### config.mk
export PLATFORM = sky130hd
export DESIGN_NAME = rr_arbiter_casez
export DESIGN_NICKNAME = d
export VERILOG_FILES = /design/src/rtl/arb_pkg.sv /design/src/rtl/rr_arbiter_casez_lsb_prio_enc.sv /design/src/rtl/rr_arbiter_casez.sv
export SDC_FILE = /design/constraint.sdc
export NUM_CORES = 1
export LEC_CHECK = 0
export ABC_AREA = 1
export CORE_ASPECT_RATIO = 0.7
export CORE_MARGIN = 3
export CORE_UTILIZATION = 40
export DETAILED_ROUTE_END_ITERATION = 8
export HOLD_SLACK_MARGIN = 0.08
export PLACE_DENSITY = 0.75
export SLEW_MARGIN = 10
export SYNTH_ARGS = -nofsm -noshare
export SYNTH_HDL_FRONTEND = slang
export SYNTH_SLANG_ARGS = --single-unit
export TNS_END_PERCENT = 1
### constraint.sdc
create_clock -name clk -period 1.9 [get_ports clk]
set_input_delay 0.285 -clock clk [delete_from_list [all_inputs] [get_ports clk]]
set_output_delay 0.285 -clock clk [all_outputs]
set_load 0.05 [all_outputs]
### src/rtl/arb_pkg.sv
// Shared types and sizing for the round-robin arbiter.
package arb_pkg;

  typedef enum logic [0:0] {
    IDLE  = 1'b0,
    GRANT = 1'b1
  } arb_state_e;

  localparam int unsigned N_DEF    = 8;
  localparam int unsigned HOLD_DEF = 4;
  localparam int unsigned IDX_W    = $clog2(N_DEF);

endpackage

### src/rtl/rr_arbiter_casez_lsb_prio_enc.sv
// Combinational lowest-set-bit priority encoder; pos_o is 0 when nothing is set.
module lsb_prio_enc #(
  parameter  int unsigned N = 8,
  localparam int unsigned W = $clog2(N)
) (
  input  logic [N-1:0] in_i,
  output logic [W-1:0] pos_o,
  output logic         any_o
);

  assign any_o = |in_i;

  if (N == 8) begin : g_n8
    // Explicit wildcard table for the common 8-requester build
    always_comb begin
      pos_o = '0;
      casez (in_i)
        8'b???????1: pos_o = W'(0);
        8'b??????10: pos_o = W'(1);
        8'b?????100: pos_o = W'(2);
        8'b????1000: pos_o = W'(3);
        8'b???10000: pos_o = W'(4);
        8'b??100000: pos_o = W'(5);
        8'b?1000000: pos_o = W'(6);
        8'b10000000: pos_o = W'(7);
        default:     pos_o = '0;
      endcase
    end
  end else begin : g_generic
    // Scan from the top down so the lowest set bit wins
    always_comb begin
      pos_o = '0;
      for (int i = N - 1; i >= 0; i--) begin
        if (in_i[i]) pos_o = W'(i);
      end
    end
  end

endmodule

### src/rtl/rr_arbiter_casez.sv
// Round-robin arbiter: registered one-hot grant with hold limit and a rotating pointer.
module rr_arbiter_casez
  import arb_pkg::*;
#(
  parameter  int unsigned N        = N_DEF,
  parameter  int unsigned MAX_HOLD = HOLD_DEF,
  localparam int unsigned SEL_W    = $clog2(N),
  localparam int unsigned HOLD_W   = $clog2(MAX_HOLD + 1)
) (
  input  logic             clk,
  input  logic             areset_n,
  input  logic [N-1:0]     req,
  output logic [N-1:0]     gnt,
  output logic [SEL_W-1:0] gnt_idx,
  output logic             gnt_valid
);

  arb_state_e        state_q, state_d;
  logic [SEL_W-1:0]  ptr_q, ptr_d;
  logic [HOLD_W-1:0] hold_cnt_q, hold_cnt_d;
  logic [N-1:0]      gnt_q, gnt_d;
  logic [SEL_W-1:0]  gnt_idx_q, gnt_idx_d;
  logic              gnt_valid_q, gnt_valid_d;

  logic [N-1:0]      low_mask;
  logic [N-1:0]      masked_req;
  logic [SEL_W-1:0]  m_pos, u_pos, win;
  logic              m_any, u_any;

  // Requests at or above the pointer get first chance
  assign low_mask   = (N'(1) << ptr_q) - N'(1);
  assign masked_req = req & ~low_mask;

  lsb_prio_enc #(.N(N)) u_enc_masked (
    .in_i  (masked_req),
    .pos_o (m_pos),
    .any_o (m_any)
  );

  lsb_prio_enc #(.N(N)) u_enc_all (
    .in_i  (req),
    .pos_o (u_pos),
    .any_o (u_any)
  );

  assign win = m_any ? m_pos : u_pos;

  // State and output registers
  always_ff @(posedge clk or negedge areset_n) begin
    if (!areset_n) begin
      state_q     <= IDLE;
      ptr_q       <= '0;
      hold_cnt_q  <= '0;
      gnt_q       <= '0;
      gnt_idx_q   <= '0;
      gnt_valid_q <= 1'b0;
    end else begin
      state_q     <= state_d;
      ptr_q       <= ptr_d;
      hold_cnt_q  <= hold_cnt_d;
      gnt_q       <= gnt_d;
      gnt_idx_q   <= gnt_idx_d;
      gnt_valid_q <= gnt_valid_d;
    end
  end

  // Next-state: arbitrate in IDLE, hold or release in GRANT
  always_comb begin
    state_d     = state_q;
    ptr_d       = ptr_q;
    hold_cnt_d  = hold_cnt_q;
    gnt_d       = gnt_q;
    gnt_idx_d   = gnt_idx_q;
    gnt_valid_d = gnt_valid_q;
    unique case (state_q)
      IDLE: begin
        if (u_any) begin
          gnt_d       = N'(1) << win;
          gnt_idx_d   = win;
          gnt_valid_d = 1'b1;
          hold_cnt_d  = '0;
          state_d     = GRANT;
        end
      end
      GRANT: begin
        if (!req[gnt_idx_q] || (hold_cnt_q == HOLD_W'(MAX_HOLD - 1))) begin
          gnt_d       = '0;
          gnt_idx_d   = '0;
          gnt_valid_d = 1'b0;
          hold_cnt_d  = '0;
          ptr_d       = gnt_idx_q + SEL_W'(1);
          state_d     = IDLE;
        end else begin
          hold_cnt_d  = hold_cnt_q + HOLD_W'(1);
        end
      end
      default: state_d = IDLE;
    endcase
  end

  assign gnt       = gnt_q;
  assign gnt_idx   = gnt_idx_q;
  assign gnt_valid = gnt_valid_q;

endmodule
==> results by group, run 1 <==
Run status
  • Status: finished, final reports clean

Global route
  • Initial antenna violation count: 0
  • Global Route Usage Sum: 16.7%
  • Total grt overflow: 0
  • First-pass GRT wire length: 4920 um
  • Largest net degree at the start of global routing: 20
  • Vias in the first global route: 1014

Detailed routing
  • Total number of vias: 1139
  • Final WL: 2910 um
  • Via-to-Cell Ratio: 5.06
  • Routed Antenna Nets: 0
  • Starting DRT DRC Count: 56
  • Per-cell routed wire length: 12.9 um
  • DRC errors left: 0
  • Pre-antenna DRT Iters: 4

Finish
  • Antenna cells: 0
  • # fillers: 293
  • Area growth syn-to-layout: 22.0%
  • Reg area: 475 um2
  • Nets: 203
  • Layout cells sized above 1: 19.6%
  • Design area: 1540 um2
  • Multi-input logic area: 702 um2

Logic synthesis
  • Mapped Area: 1260 um2
  • Unique cell type count in the Yosys netlist: 27
  • Sequential area share after synthesis: 37.6%
  • Combinational family with the most area after synthesis: simple AND/OR/NAND/NOR gates
  • Synth top area share: 37.6%
  • Post-synthesis simple-gate area fraction: 42.9%
  • Avg Inst Size Synth: 7.62 um2
  • Post-synthesis compound-gate area fraction: 8.90%
  • Synth Area in Adders: 2.97%
  • Mux share of post-synthesis cell area: 0%
  • Syn_nets: 179
  • Yosys reg bits: 19
  • YS warnings: 0
  • Synth top area cells: dfrtp_1 38%, nand2_1 12%, nand3_1 11%
  • Synth area leader: dfrtp_1
  • Synth Instances: 166
  • XOR/XNOR Fraction of Synth Area: 0.692%

Worst setup path
  • Largest stage delay, worst path: 0.81 ns
  • CP delay by family, top: buffers and inverters
  • Critical Path Source: gnt[7]$_DFFE_PN0P_
  • Crit-path cells: clkdlybuf4s50_1
  • R2r setup slk: 0.31 ns
  • RR Startpoint: gnt_idx[0]$_DFFE_PN0P_
  • CP bufs+invs: 1
  • Crit path depth: 1
  • Req. time, crit path: 1.62 ns
  • CP endpoint: gnt[7]
  • CP arrival: 1.44 ns
  • Max Fanout on Critical Path: 2
  • Crit. End Element: output pin
  • Crit path max-delay cell type: clkdlybuf4s50_1
  • Setup Crit Path Kind: reg2out
  • Crit Reg-Reg Endpoint: ptr_q[2]$_DFFE_PN0P_
  • R2R cell count: 7
  • CP startpoint kind: flop

Timing
  • Final period util: 90.6%
  • Slew Viols, Final: 0
  • Max-Slew Margin vs Limit: 66.8%
  • Fmax: 0.581 GHz
  • Setup TNS: 0 ns
  • Skew final: 0.00222 ns
  • # setup viols final: 0
  • Hold slack: 0.353 ns
  • Final hold violation count: 0
  • Minimum clock period: 1.72 ns
  • Least-Margin Pin Slew: 0.497 ns
  • RSZ-0062 raised after global routing: no

Clock network
  • Reg clk slew, reported paths: 0.07 ns
  • CTS tree: built
  • Setup Buffers After CTS: 0
  • H-Tree Depth: 1
  • CTS Buffer Depth: 2
  • Hold-fix buffers, CTS: 0
  • Worst skew pair latency: 0.25 ns
  • Num CTS Buffers: 3
  • Root buffer cell: clkbuf_8
  • CTS resizes: 0
  • Clock sinks: 19

Die
  • Core ar.: 2900 um2
  • Initial Util: 43.6%
  • Die width: 73.2 um
  • Die span in y: 53.1 um
  • Top-Level Pins: 22
  • Site Rows: 16
  • Die ar.: 3880 um2

Power
  • Leakage dissipation: 0.000758 uW
  • Pwr dens: 1490 nW/um2
  • VDD IR-drop max: 843 uV

Place
  • Area after DPL: 1500 um2
  • PortBufs: 21
  • GPL Wtd Cong: 0.935
  • DPL Wire Length: 2320 um

Run
  • Max Cap Viol: 0

Worst hold path
  • Hold crit path type: in2async
-- report_power, final --
part	leakage [uW]	internal, uW	switching, uW
clock network	0.0000255	146	134
registers	0.000248	545	169
logic	0.000484	418	889
total	0.000758	1110	1190
-- final cells by class --
type	instances	share of cell area, %
multi-input cells	127	45.5
clock inverters	1	0.324
clock buffers	3	2.68
well taps	36	2.92
repair buffers	22	13.6
inverters	17	4.14
flip-flops and latches	19	30.8
-- cell families after synthesis --
group | after synthesis
AO/OA/AOI/OAI | 16
AND/OR/NAND/NOR | 107
flip-flops | 19
buffers and inverters | 20
adder cells (fa/ha/maj) | 3
XOR/XNOR | 1
-- synth_stat cells, drive strengths merged --
| master | instances |
|---|---|
| a21oi | 3 |
| nand2 | 53 |
| a21bo | 1 |
| o21bai | 1 |
| xnor2 | 1 |
| nand3 | 33 |
| o21ai | 10 |
| nand3b | 1 |
| nor2 | 18 |
| buf | 3 |
| dfrtp | 19 |
| nor3 | 2 |
| o211ai | 1 |
| inv | 17 |
| ha | 3 |
-- registers in the layout (all words and copies together) (netlist names) --
signal,count
ptr_q,3
state_q,1
gnt_idx,3
gnt,8
hold_cnt_q,3
gnt_valid,1
-- cells in the final DEF, fill, tap and decap left out, drive strengths merged --
cell type	instances
nor2	18
nor3	2
nand3	33
dfrtp	19
o211ai	1
xnor2	1
a21bo	1
nand3b	1
o21bai	1
ha	3
buf	4
inv	17
clkdlybuf4s50	18
clkbuf	3
a21oi	3
clkinv	1
o21ai	10
nand2	53
-- layer usage --
| metal | track usage, % | up-vias | routed length [um] |
|---|---|---|---|
| li1 | - | 582 | - |
| met1 | 24.1 | 527 | 1490 |
| met2 | 25.4 | 24 | 1270 |
| met3 | 3.98 | 6 | 122 |
| met4 | 2.76 | 0 | 36 |
| met5 | 0 | - | 0 |
-- worst min-delay path by stage --
stage	startpoint	end	slack, ns	cells after the start
after floorplan	areset_n	gnt[0]$_DFFE_PN0P_	-0.01	0
after global placement	hold_cnt_q[1]$_DFFE_PN0P_	hold_cnt_q[1]$_DFFE_PN0P_	0.47	2
after detailed placement	gnt_valid$_DFFE_PN0P_	gnt_valid$_DFFE_PN0P_	0.47	2
after CTS	areset_n	gnt[1]$_DFFE_PN0P_	0.36	2
after global routing	areset_n	gnt[3]$_DFFE_PN0P_	0.37	2
final	areset_n	gnt[1]$_DFFE_PN0P_	0.35	2
-- metrics by stage --
| stage | std cells | util, % | setup WS [ns] | total power [uW] |
|---|---|---|---|---|
| 2_1_floorplan | 166 | - | 0.194 | 1710 |
| 3_3_place_gp | 221 | 51.6 | 0.0828 | 2000 |
| 3_5_place_dp | 221 | 51.6 | 0.0507 | 2030 |
| 4_1_cts | 225 | 53.1 | 0.154 | 2320 |
| 5_1_grt | 225 | 53.1 | 0.134 | 2490 |
| 6_report | 225 | 53.1 | 0.178 | 2300 |
Power figures use the tool's default switching activity.
==> run 2, diff against run 1 <==
--- a/constraint.sdc
+++ b/constraint.sdc
@@ -3,2 +3,2 @@
 set_output_delay 0.285 -clock clk [all_outputs]
-set_load 0.05 [all_outputs]
+set_load 0.005 [all_outputs]
==> run 2 against run 1 <==
  * Core utilization increased by 0.22 points
  * Wire length down 1.5%
  * Die area is the same
  * Design area rose by 0.41%
  * Critical path depth stayed put
  * Sequential power is essentially flat
  * Clock skew is essentially flat
  * Fmax rose by 1.0%
==> results by group, run 2 (same netlist as run 1, synthesis figures left out) <==
Run status
  • Status: finished, final reports clean

Finish
  • Antenna cells: 0 (unchanged)
  • Area growth syn-to-layout: 22.5%
  • Nets: 203 (unchanged)
  • Layout cells sized above 1: 17.5% (-2.1 points)
  • Most common cell after layout, fill and taps aside: nand2_1
  • # fillers: 264 (-9.9%)
  • Number of flip-flops in the largest register: 8 (unchanged)
  • Most frequent cells in the layout: 42 x nand2_1, 27 x nand3_1, 21 x clkdlybuf4s50_1, 19 x dfrtp_1

Global route
  • Initial antenna violation count: 0 (unchanged)
  • Vias in the first global route: 1002 (-1.2%)
  • Global Route Usage Sum: 16.4% (-0.26 points)
  • First-pass GRT wire length: 4790 um (-2.7%)
  • Largest net degree at the start of global routing: 20 (unchanged)
  • Total grt overflow: 0 (unchanged)

Place
  • PortBufs: 21 (unchanged)
  • GPL Wtd Cong: 0.943 (+0.92%)
  • Worst slack at placement: 0.0649 ns (+0.0143 ns)
  • DPL Wire Length: 2300 um (-0.57%)

Die
  • Top-Level Pins: 22 (unchanged)
  • Die width: 73.2 um (unchanged)
  • Initial Util: 43.6% (unchanged)
  • Die span in y: 53.1 um (unchanged)
  • Site Rows: 16 (unchanged)
  • Core ar.: 2900 um2 (unchanged)
  • Die ar.: 3880 um2 (unchanged)

Clock network
  • CTS Buffer Depth: 2 (unchanged)
  • Setup Buffers After CTS: 0 (unchanged)
  • Worst skew pair latency: 0.25 ns (about the same)
  • Hold-fix buffers, CTS: 0 (unchanged)
  • Num CTS Buffers: 3 (unchanged)
  • H-Tree Depth: 1 (unchanged)
  • Root buffer cell: clkbuf_8
  • CTS tree: built
  • CTS resizes: 0 (unchanged)
  • Clock sinks: 19 (unchanged)
  • Reg clk slew, reported paths: 0.07 ns (about the same)

Detailed routing
  • Starting DRT DRC Count: 64 (+14%)
  • Per-cell routed wire length: 12.7 um (-1.5%)
  • Final WL: 2870 um (-1.5%)
  • DRC errors left: 0 (unchanged)
  • Routed Antenna Nets: 0 (unchanged)
  • Pre-antenna DRT Iters: 4 (unchanged)
  • Via-to-Cell Ratio: 4.92 (-2.7%)
  • Total number of vias: 1108 (-2.7%)

Timing
  • Final hold violation count: 0 (unchanged)
  • Slew Viols, Final: 0 (unchanged)
  • Skew final: 0.00247 ns (+0.000257 ns)
  • # setup viols final: 0 (unchanged)
  • Max-Slew Margin vs Limit: 72.0% (+5.2 points)
  • Fmax: 0.587 GHz (+1.0%)
  • RSZ-0062 raised after global routing: no
  • Final period util: 89.7% (-0.91 points)
  • Final worst slack: 0.195 ns (+0.0174 ns)
  • Least-Margin Pin Slew: 0.419 ns (-0.0779 ns)
  • Setup TNS: 0 ns (unchanged)
  • Minimum clock period: 1.70 ns (-0.0174 ns)

Worst setup path
  • Crit path depth: 1 (unchanged)
  • R2R cell count: 7 (unchanged)
  • Crit path max-delay cell type: dfrtp_1
  • CP arrival: 1.42 ns (-0.02 ns)
  • CP bufs+invs: 1 (unchanged)
  • CP delay by family, top: flip-flops
  • Setup Crit Path Kind: reg2out
  • Crit. End Element: output pin
  • Crit-path cells: clkdlybuf4s50_1
  • Req. time, crit path: 1.62 ns (about the same)
  • CP startpoint kind: flop
  • Critical Path Source: gnt_idx[0]$_DFFE_PN0P_
  • Max Fanout on Critical Path: 12 (+10)
  • R2r setup slk: 0.32 ns (about the same)
  • RR Startpoint: gnt_idx[0]$_DFFE_PN0P_
  • Largest stage delay, worst path: 0.58 ns (-0.23 ns)

Power
  • VDD IR-drop max: 859 uV (+1.8%)
  • Pwr dens: 1320 nW/um2 (-12%)
  • Pwr Total: 2040 uW (-11%)
  • Leakage dissipation: 0.000751 uW (-0.97%)

Run
  • Max Cap Viol: 0 (unchanged)

Worst hold path
  • Hold crit path type: in2async
run 2: metrics by stage:
step | cells | util, % | area (um2) | hold slack, ns
3_5_place_dp | 221 | 51.8 | 1500 | 0.469
6_report | 225 | 53.4 | 1550 | 0.360
3_3_place_gp | 221 | 51.8 | 1500 | 0.469
4_1_cts | 225 | 53.4 | 1550 | 0.368
5_1_grt | 225 | 53.4 | 1550 | 0.376
2_1_floorplan | 166 | - | 1260 | -0.0106
run 2: final cells by class:
cell class / count / area, um2 / area share [%]
Sequential cell: 19 / 475 / 30.7
Inverter: 17 / 63.8 / 4.12
Tap cell: 36 / 45.0 / 2.91
Timing Repair Buffer: 22 / 218 / 14.1
Clock buffer: 4 / 45.0 / 2.91
Multi-Input combinational cell: 127 / 702 / 45.3
run 2: metal layers:
layer	track usage (%)	wire (um)	vias up
met4	0.920	0	0
met1	23.9	1480	506
met2	25.2	1260	21
met5	0	0	-
li1	-	-	581
met3	4.55	130	0
run 2: worst paths after layout:
path | to
min in group clk | gnt_valid$_DFFE_PN0P_
setup / recovery | gnt_idx[0]
hold reg to reg | gnt_valid$_DFFE_PN0P_
max in group asynchronous | ptr_q[1]$_DFFE_PN0P_
hold / removal | gnt[1]$_DFFE_PN0P_
setup reg to reg | ptr_q[2]$_DFFE_PN0P_
run 2: power by group:
| group | leakage, uW | internal (uW) | switching, uW | total [uW] |
|---|---|---|---|---|
| clock network | 0.0000228 | 149 | 125 | 274 |
| registers | 0.000248 | 546 | 168 | 713 |
| logic | 0.000480 | 429 | 623 | 1050 |
